--- src/rtl/coherence_bus_ctrl.sv ---
// Snoopy MSI bus controller: arbitrates two dcaches and two icaches onto one RAM port,
// snoops the non-requesting dcache and forwards dirty blocks. Optional macro: CC_FWD_EN.
module coherence_bus_ctrl #(
  parameter int unsigned CPUS = 2
) (
  input  logic                      clk,
  input  logic                      rst_n,
  input  logic [CPUS-1:0]           dren_i,
  input  logic [CPUS-1:0]           dwen_i,
  input  logic [CPUS-1:0]           cctrans_i,
  input  logic [CPUS-1:0]           ccwrite_i,
  input  logic [CPUS-1:0][31:0]     daddr_i,
  input  logic [CPUS-1:0][31:0]     dstore_i,
  output logic [CPUS-1:0]           dwait_o,
  output logic [CPUS-1:0][31:0]     dload_o,
  output logic [CPUS-1:0]           ccwait_o,
  output logic [CPUS-1:0]           ccinv_o,
  output logic [CPUS-1:0][31:0]     ccsnoopaddr_o,
  input  logic [CPUS-1:0]           iren_i,
  input  logic [CPUS-1:0][31:0]     iaddr_i,
  output logic [CPUS-1:0]           iwait_o,
  output logic [CPUS-1:0][31:0]     iload_o,
  output logic                      ramren_o,
  output logic                      ramwen_o,
  output logic [31:0]               ramaddr_o,
  output logic [31:0]               ramstore_o,
  input  logic [31:0]               ramload_i,
  input  logic [1:0]                ramstate_i
);

  localparam int unsigned AW  = 32;
  localparam int unsigned OFF = 3;
  localparam logic [1:0]  RS_ACCESS = 2'd2;

  typedef enum logic [3:0] {
    S_IDLE, S_IFETCH, S_WB, S_INV, S_SNOOP, S_DECIDE, S_FWD0, S_FWD1, S_MEM0, S_MEM1
  } state_e;

  state_e          state_q, state_d;
  logic            r_q, r_d;
  logic            dlast_q, dlast_d;
  logic            ilast_q, ilast_d;

  logic [CPUS-1:0] dreq;
  logic            dgnt, ignt, s, access, fwd_ind;
  logic [AW-1:0]   snp_blk;

  // Grant the non-last requester on a tie, otherwise whichever one asks.
  assign dreq    = dren_i | dwen_i | cctrans_i;
  assign dgnt    = (&dreq)   ? ~dlast_q : dreq[1];
  assign ignt    = (&iren_i) ? ~ilast_q : iren_i[1];
  assign s       = ~r_q;
  assign access  = (ramstate_i == RS_ACCESS);
  assign fwd_ind = cctrans_i[s] & ~dren_i[s] & ~dwen_i[s] & ~ccwrite_i[s];
  assign snp_blk = {daddr_i[r_q][AW-1:OFF], OFF'(0)};

  always_ff @(posedge clk or negedge rst_n) begin
    if (!rst_n) begin
      state_q <= S_IDLE;
      r_q     <= 1'b0;
      dlast_q <= 1'b1;
      ilast_q <= 1'b1;
    end else begin
      state_q <= state_d;
      r_q     <= r_d;
      dlast_q <= dlast_d;
      ilast_q <= ilast_d;
    end
  end

  // Next state and all bus outputs; outputs are idle unless the state drives them.
  always_comb begin
    state_d       = state_q;
    r_d           = r_q;
    dlast_d       = dlast_q;
    ilast_d       = ilast_q;
    dwait_o       = '1;
    dload_o       = '0;
    ccwait_o      = '0;
    ccinv_o       = '0;
    ccsnoopaddr_o = '0;
    iwait_o       = '1;
    iload_o       = '0;
    ramren_o      = 1'b0;
    ramwen_o      = 1'b0;
    ramaddr_o     = '0;
    ramstore_o    = '0;

    unique case (state_q)
      S_IDLE: begin
        if (|dreq) begin
          r_d     = dgnt;
          dlast_d = dgnt;
          if (dwen_i[dgnt])                           state_d = S_WB;
          else if (cctrans_i[dgnt] && !dren_i[dgnt])  state_d = S_INV;
          else                                        state_d = S_SNOOP;
        end else if (|iren_i) begin
          r_d     = ignt;
          ilast_d = ignt;
          state_d = S_IFETCH;
        end
      end

      S_IFETCH: begin
        ramren_o      = 1'b1;
        ramaddr_o     = iaddr_i[r_q];
        iload_o[r_q]  = ramload_i;
        if (access) begin
          iwait_o[r_q] = 1'b0;
          state_d      = S_IDLE;
        end
      end

      S_WB: begin
        ramwen_o   = 1'b1;
        ramaddr_o  = daddr_i[r_q];
        ramstore_o = dstore_i[r_q];
        if (access) begin
          dwait_o[r_q] = 1'b0;
          state_d      = S_IDLE;
        end
      end

      S_INV: begin
        ccwait_o[s]      = 1'b1;
        ccinv_o[s]       = 1'b1;
        ccsnoopaddr_o[s] = daddr_i[r_q];
        dwait_o[r_q]     = 1'b0;
        state_d          = S_IDLE;
      end

      S_SNOOP, S_DECIDE: begin
        ccwait_o[s]      = 1'b1;
        ccinv_o[s]       = ccwrite_i[r_q];
        ccsnoopaddr_o[s] = snp_blk;
        if (state_q == S_SNOOP) state_d = S_DECIDE;
        else                    state_d = fwd_ind ? S_FWD0 : S_MEM0;
      end

      // Snooper's dirty word goes to RAM; with forwarding the requester takes it too.
      S_FWD0, S_FWD1: begin
        ccwait_o[s]      = 1'b1;
        ccinv_o[s]       = ccwrite_i[r_q];
        ccsnoopaddr_o[s] = snp_blk;
        ramwen_o         = 1'b1;
        ramaddr_o        = daddr_i[s];
        ramstore_o       = dstore_i[s];
`ifdef CC_FWD_EN
        dload_o[r_q]     = dstore_i[s];
        if (access) begin
          dwait_o[s]   = 1'b0;
          dwait_o[r_q] = 1'b0;
          state_d      = (state_q == S_FWD0) ? S_FWD1 : S_IDLE;
        end
`else
        if (access) begin
          dwait_o[s] = 1'b0;
          state_d    = (state_q == S_FWD0) ? S_FWD1 : S_MEM0;
        end
`endif
      end

      S_MEM0, S_MEM1: begin
        ccwait_o[s]      = 1'b1;
        ccsnoopaddr_o[s] = snp_blk;
        ramren_o         = 1'b1;
        ramaddr_o        = daddr_i[r_q];
        dload_o[r_q]     = ramload_i;
        if (access) begin
          dwait_o[r_q] = 1'b0;
          state_d      = (state_q == S_MEM0) ? S_MEM1 : S_IDLE;
        end
      end

      default: state_d = S_IDLE;
    endcase
  end

endmodule

--- config.mk ---
export PLATFORM = sky130hd
export DESIGN_NAME = coherence_bus_ctrl
export DESIGN_NICKNAME = d
export VERILOG_FILES = /design/src/rtl/coherence_bus_ctrl.sv
export SDC_FILE = /design/constraint.sdc
export NUM_CORES = 1
export LEC_CHECK = 0
export CAP_MARGIN = 40
export CORE_AREA = 2 2 198 200
export CTS_CLUSTER_SIZE = 12
export DETAILED_ROUTE_END_ITERATION = 10
export DIE_AREA = 0 0 200 202
export PLACE_DENSITY = 0.49
export SLEW_MARGIN = 20
export SYNTH_ARGS = -nofsm -noshare
export SYNTH_HDL_FRONTEND = slang
export SYNTH_SLANG_ARGS = --single-unit
--- constraint.sdc ---
create_clock -name clk -period 2.8 [get_ports clk]
set_clock_uncertainty 0.05 [all_clocks]
set_input_delay 0.84 -clock clk [delete_from_list [all_inputs] [get_ports clk]]
set_output_delay 0.84 -clock clk [all_outputs]
set_load 0.01 [all_outputs]
Word level (Yosys, flattened, before mapping)

Index checks and enable logic that the tools add are counted.

Multiplexer cells: 63
Shifts and indexed selects: 0
Bitwise operators: 18
Multiply operators: 0
Div/mod/pow operators: 0
Eq/ne operators: 14
Reduce and logical (&&, ||, !) cells: 24
$lt $le $gt $ge: 5
Add/subtract/negate cells: 0

Operators with widths:

| kind                                                       | count |
|---|---|
| two-way mux 32 bit                                         | 12 |
| AND 64 bit                                                 | 3 |
| two-way mux 64 bit                                         | 2 |
| case mux 64 bit (2 select lines)                           | 1 |
| case mux 32 bit (3 select lines)                           | 1 |
| demux 32 bit (select 1 bit)                                | 2 |
| case mux 32 bit (2 select lines)                           | 1 |
| two-way mux 4 bit                                          | 9 |
| two-way mux 1 bit                                          | 24 |
| case mux 4 bit (5 select lines)                            | 1 |
| == test 4 x 3 -> 1 bit, second input constant              | 4 |
| OR reduction 2 bit                                         | 6 |
| OR reduction 3 bit                                         | 3 |
| == test 4 x 2 -> 1 bit, second input constant              | 2 |
| == test 4 bit, second input constant                       | 2 |
| two-way mux 2 bit                                          | 4 |
| AND reduction 2 bit                                        | 4 |
| inverter 1 bit                                             | 7 |
| OR reduction 7 bit                                         | 1 |
| less-than comparator 1 x 2 -> 1 bit, second input constant | 3 |
| two-way mux 3 bit                                          | 2 |
| case mux 2 bit (3 select lines)                            | 1 |
| OR reduction 6 bit                                         | 1 |
| == test 4 x 1 -> 1 bit, second input constant              | 1 |
| 18 further kinds                                           | 27 |

Logic and storage cells: 128
Bits in latches: 0
Memory bits (writable): 0
Memory bits (read-only): 0
Memories: 0
Bits of input ports: 238
Flip-flop bits (word level): 7
Output and inout bits: 266

Longest topological paths before layout

Depth after elaboration: 12
Depth in mapped cells: 6

Worst setup path before layout

Ideal clock, no wire load.

Kind: reg2out
Start point: reg state_q[3]
End point: out ramaddr_o[10]
Data required time: 1.910 ns
Cell stages (with the launch flop): 7
Path buffers: 2
Arrival: 1.986 ns
Path slack: -0.076 ns
Path through: dfrtp_1 -> clkbuf_1 -> or3b_2 -> a21oi_2 -> clkbuf_1 -> a221oi_1 -> o22ai_1

Word-level cells in the longest chain between the ends: 3
Elaborated cells on any way between the ends: 9
Those cells by class: eq/ne (6); mux (1); reduce/logical (2)

Ends and longest elaborated chain:

| what                                                                      | line | RTL |
|---|---|---|
| start, declared                                                           | 39   | `state_e state_q, state_d;` |
| start signal, assigned                                                    | 64   | `state_q <= state_d;` |
| == test 4 bit (tied with other cells)                                     | 89   | `unique case (state_q)` |
| OR reduction 3 bit (no line) / OR reduction 2 bit (equally long branches) | n/a  |  |
| case mux 32 bit (3 select lines) *                                        | 89   |  |
| end, declared                                                             | 25   | `output logic [31:0] ramaddr_o,` |

Every way passes the cells marked *; elsewhere a longest branch is shown, timed or not.

Worst setup path after layout

Start point: reg state_q[3]
End point: out ramaddr_o[30]

The elaborated chain is that of the path after synthesis.

==> impl_metrics.py <==
metrics = {
    "sta": {
        "max_freq_mhz": 333.1,
        "setup_viol": 148,
        "drv_slew": 0,
        "hold_viol_final": 0,
        "fin_crit_sh": 1.072,
        "setup_ws_ns": -0.2025,
        "slew-limit-headroom": 0.7557,
        "period_needed_ns": 3.003,
        "worst_pin_slew_ns": 0.3664,
        "rsz0062_at_grt": "true",
    },
    "clock_network": {
        "numCtsBuffers": 3,
        "clkLatencyLatePin_ns": 0.23,
        "cts_num_sinks": 7,
        "cts_root_buf": "clkbuf_16",
        "clock_path_buffers": 2,
        "path_clk_slew_ns": 0.03,
        "htreeDepth": 1,
        "cts_tree": "built",
    },
    "routing": {
        "drtAntennaViolNets": 0,
        "drt-initial-drc-count": 241,
        "drtPass1Iterations": 5,
        "vias": 8202,
        "wl_per_cell_um": 22.39,
        "routed_via_density": 4.736,
        "drc": 0,
        "drt-total-wl_mm": 38.79,
    },
    "setup_path": {
        "r2r_setup_slack_ns": 0.10,
        "cp_data_required_time_ns": 1.91,
        "crit_chain": "or3b_4 -> a21oi_4 -> buf_8 -> buf_12 -> buf_12 -> a221oi_1 -> o22ai_1 -> buf_2",
        "path_common_cell": "buf_12",
        "worst_r2r_startpoint": "state_q[3]$_DFFE_PN0P_",
        "max_stage_delay_ns": 0.41,
        "critPathMaxFanout": 5,
        "critPathSlowestCell": "or3b_4",
        "crit_type": "register to output pin",
        "r2r-end": "state_q[3]$_DFFE_PN0P_",
        "endpoint": "ramaddr_o[30]",
        "arrival_ns": 2.11,
        "end_kind": "output pin",
        "startpoint_type": "register",
        "ff2ff_path_depth": 11,
        "crit_start": "state_q[3]$_DFFE_PN0P_",
    },
    "grt": {
        "grt_first_pass_wirelength_mm": 51.20,
        "antenna_found_initial": 0,
        "grtUsageTotal": 0.1648,
        "grt_pass1_vias": 8266,
        "grt_overflow_total": 0,
        "grt_max_degree": 55,
    },
    "die": {
        "core-area_sq_um": 38290,
        "die_area_sq_um": 40400,
        "ios": 504,
        "die_h_um": 202,
        "initial_core_util": 0.1042,
        "die_w_um": 200,
        "fp-row-count": 72,
    },
    "outcome": {
        "violations": "negative setup slack",
        "outcome": "finished, violations left",
    },
    "cells_and_area": {
        "nNetsFinal": 1453,
        "drive_gt1_frac": 0.5725,
        "stdcell_count": 1732,
        "syn_to_final_growth_pct": 226.1,
        "final_util": 0.3396,
        "fin_area_sq_um": 13000,
        "antenna_cells": 0,
        "fillers": 4008,
    },
    "power_and_ir_drop": {
        "comb_power_share": 0.963,
        "p_seq_frac": 0.017,
        "internal_power_mw": 6.426,
        "p_sw_mw": 5.443,
        "power_density_nw_per_um2": 912.8,
        "swShare": 0.4586,
        "power_frac_clock": 0.021,
        "power_leakage_nw": 6.158,
        "vdd_drop_max_v": 0.0003816,
    },
    "synth": {
        "synth_flop_cell": "dfrtp_1",
        "synth_cells": 597,
        "yosysTopAreaCellShare": 0.3044,
        "syn_avg_cell_area_sq_um": 6.679,
        "ys_ff_latch": 7,
        "synth_area_sq_um": 3988,
        "synth-edff-count": 0,
        "synthArstFlopShare": 1.000,
        "syn_nets": 835,
        "netlist-cell-type-count": 41,
        "synth.area.top_cells": "and3_1, a221oi_1, clkbuf_1",
        "synth_area_leader_cell": "and3_1",
        "ys_warn_count": 0,
        "synth-seq-area-share": 0.04456,
    },
    "place": {
        "gp_congestion": 0.7813,
        "dp_hpwl_mm": 24.82,
        "numPortBuffers": 503,
        "dpl_cell_area_sq_um": 10400,
        "dp.cells": 1619,
    },
    "job": {
        "drv_cap": 0,
    },
    "worst_hold_path": {
        "hold_class": "register to register",
    },
}
critical path: cells and delay by family (launching register included):
kind                   cells  cell delay (ns)
buffers and inverters      4             0.58
AOI/OAI and AO/OA          3             0.49
and+or+nand+nor            1             0.41
DFF                        1             0.39
state kept, by name, indices dropped and copies added, names as in the netlist:
| name | flops |
|---|---|
| state_q | 4 |
| dlast_q | 1 |
| ilast_q | 1 |
| r_q | 1 |
through the flow:
stage | power [mW] | setup TNS (ns) | hold slack [ns] | setup WS (ns)
6_report | 11.87 | -9.293 | 0.4473 | -0.2025
5_1_grt | 12.52 | -24.46 | 0.4869 | -0.2882
4_1_cts | 10.21 | -11.84 | 0.4471 | -0.2328
3_5_place_dp | 8.198 | -70.86 | 0.4402 | -0.6107
3_3_place_gp | 8.177 | -69.41 | 0.4269 | -0.6708
2_1_floorplan | 3.601 | -1.235 | 0.4178 | -0.06173
power by group through the flow:
stage               Sequential [mW]  Combinational (mW)  Clock [mW]
floorplan                     0.173                3.43           0
global placement              0.201                7.98           0
detailed placement            0.202                8.00           0
CTS                           0.198                9.77       0.248
global route                  0.209                12.1       0.257
finish                        0.201                11.4       0.244
synthesized netlist by cell type (2+ instances only):
cell type and n:
a21oi_1 6, a221oi_1 124, a222oi_1 4, a22oi_1 2, a31oi_1 2, and2_1 3
and3_1 194, buf_2 2, clkbuf_1 94, dfrtp_1 5, dfstp_2 2, inv_1 2
mux2i_1 32, nand2_1 7, nand2b_1 5, nand3b_1 3, nor2_1 41, nor2b_1 2
nor4_1 2, nor4b_1 2, o21ai_0 10, o22a_1 2, o22ai_1 31, or3b_2 3
final cells by class:
type | count | area [sq um] | share of cell area
Timing Repair Buffer | 709 | 7301 | 0.5615
Multi-Input combinational cell | 492 | 4782 | 0.3678
Tap cell | 518 | 648.1 | 0.04985
Sequential cell | 7 | 182.7 | 0.01405
Clock buffer | 4 | 78.83 | 0.006062
Inverter | 2 | 10.01 | 0.0007698
layout by cell type (no fill, tap or decap), types with 5 or more instances in the layout:
| master | instances |
|---|---|
| nor2_1 | 37 |
| buf_8 | 13 |
| o22ai_2 | 12 |
| clkbuf_2 | 42 |
| buf_6 | 123 |
| dlygate4sd2_1 | 10 |
| buf_16 | 16 |
| clkdlybuf4s50_1 | 228 |
| buf_12 | 55 |
| a221oi_1 | 16 |
| a21oi_1 | 5 |
| clkbuf_16 | 16 |
| a221oi_2 | 101 |
| a221oi_4 | 7 |
| nand2_1 | 7 |
| and3_1 | 119 |
| o21ai_0 | 8 |
| and3_4 | 74 |
| mux2i_1 | 32 |
| buf_4 | 82 |
| o22ai_1 | 19 |
| buf_2 | 123 |
logic make-up after synthesis:
family / after synthesis / share of synthesized area
AO/OA/AOI/OAI: 190 / 0.3816
buffers and inverters: 98 / 0.09288
flip-flops: 7 / 0.04456
multiplexers: 33 / 0.08315
AND/OR/NAND/NOR: 269 / 0.3979
layer usage:
metal | track usage | part of all wire | vias up
li1 | - | - | 3723
met1 | 0.1940 | 0.38 | 4027
met2 | 0.3101 | 0.52 | 404
met3 | 0.02436 | 0.070 | 48
met4 | 0.03677 | 0.026 | 0
met5 | 0 | 0 | -
repair_timing:
action | 4_1_cts | 5_1_grt
hold buffers | 0 | 0
buffers inserted | 59 | 35
pin swaps | 62 | 109
gates cloned | 21 | 14
gates resized for setup | 977 | 486
setup endpoints to repair | 266 | 252
how the worst min path moves through the flow:
stage / to / startpoint / slack, ns / cells after the start
final: dlast_q$_DFFE_PN1P_ / dlast_q$_DFFE_PN1P_ / 0.45 / 2
after global routing: dlast_q$_DFFE_PN1P_ / dlast_q$_DFFE_PN1P_ / 0.49 / 2
after CTS: dlast_q$_DFFE_PN1P_ / dlast_q$_DFFE_PN1P_ / 0.45 / 2
after detailed placement: dlast_q$_DFFE_PN1P_ / dlast_q$_DFFE_PN1P_ / 0.44 / 2
after global placement: dlast_q$_DFFE_PN1P_ / dlast_q$_DFFE_PN1P_ / 0.43 / 2
after floorplan: dlast_q$_DFFE_PN1P_ / dlast_q$_DFFE_PN1P_ / 0.42 / 2
Note: power is estimated with default switching activity, not from simulation.
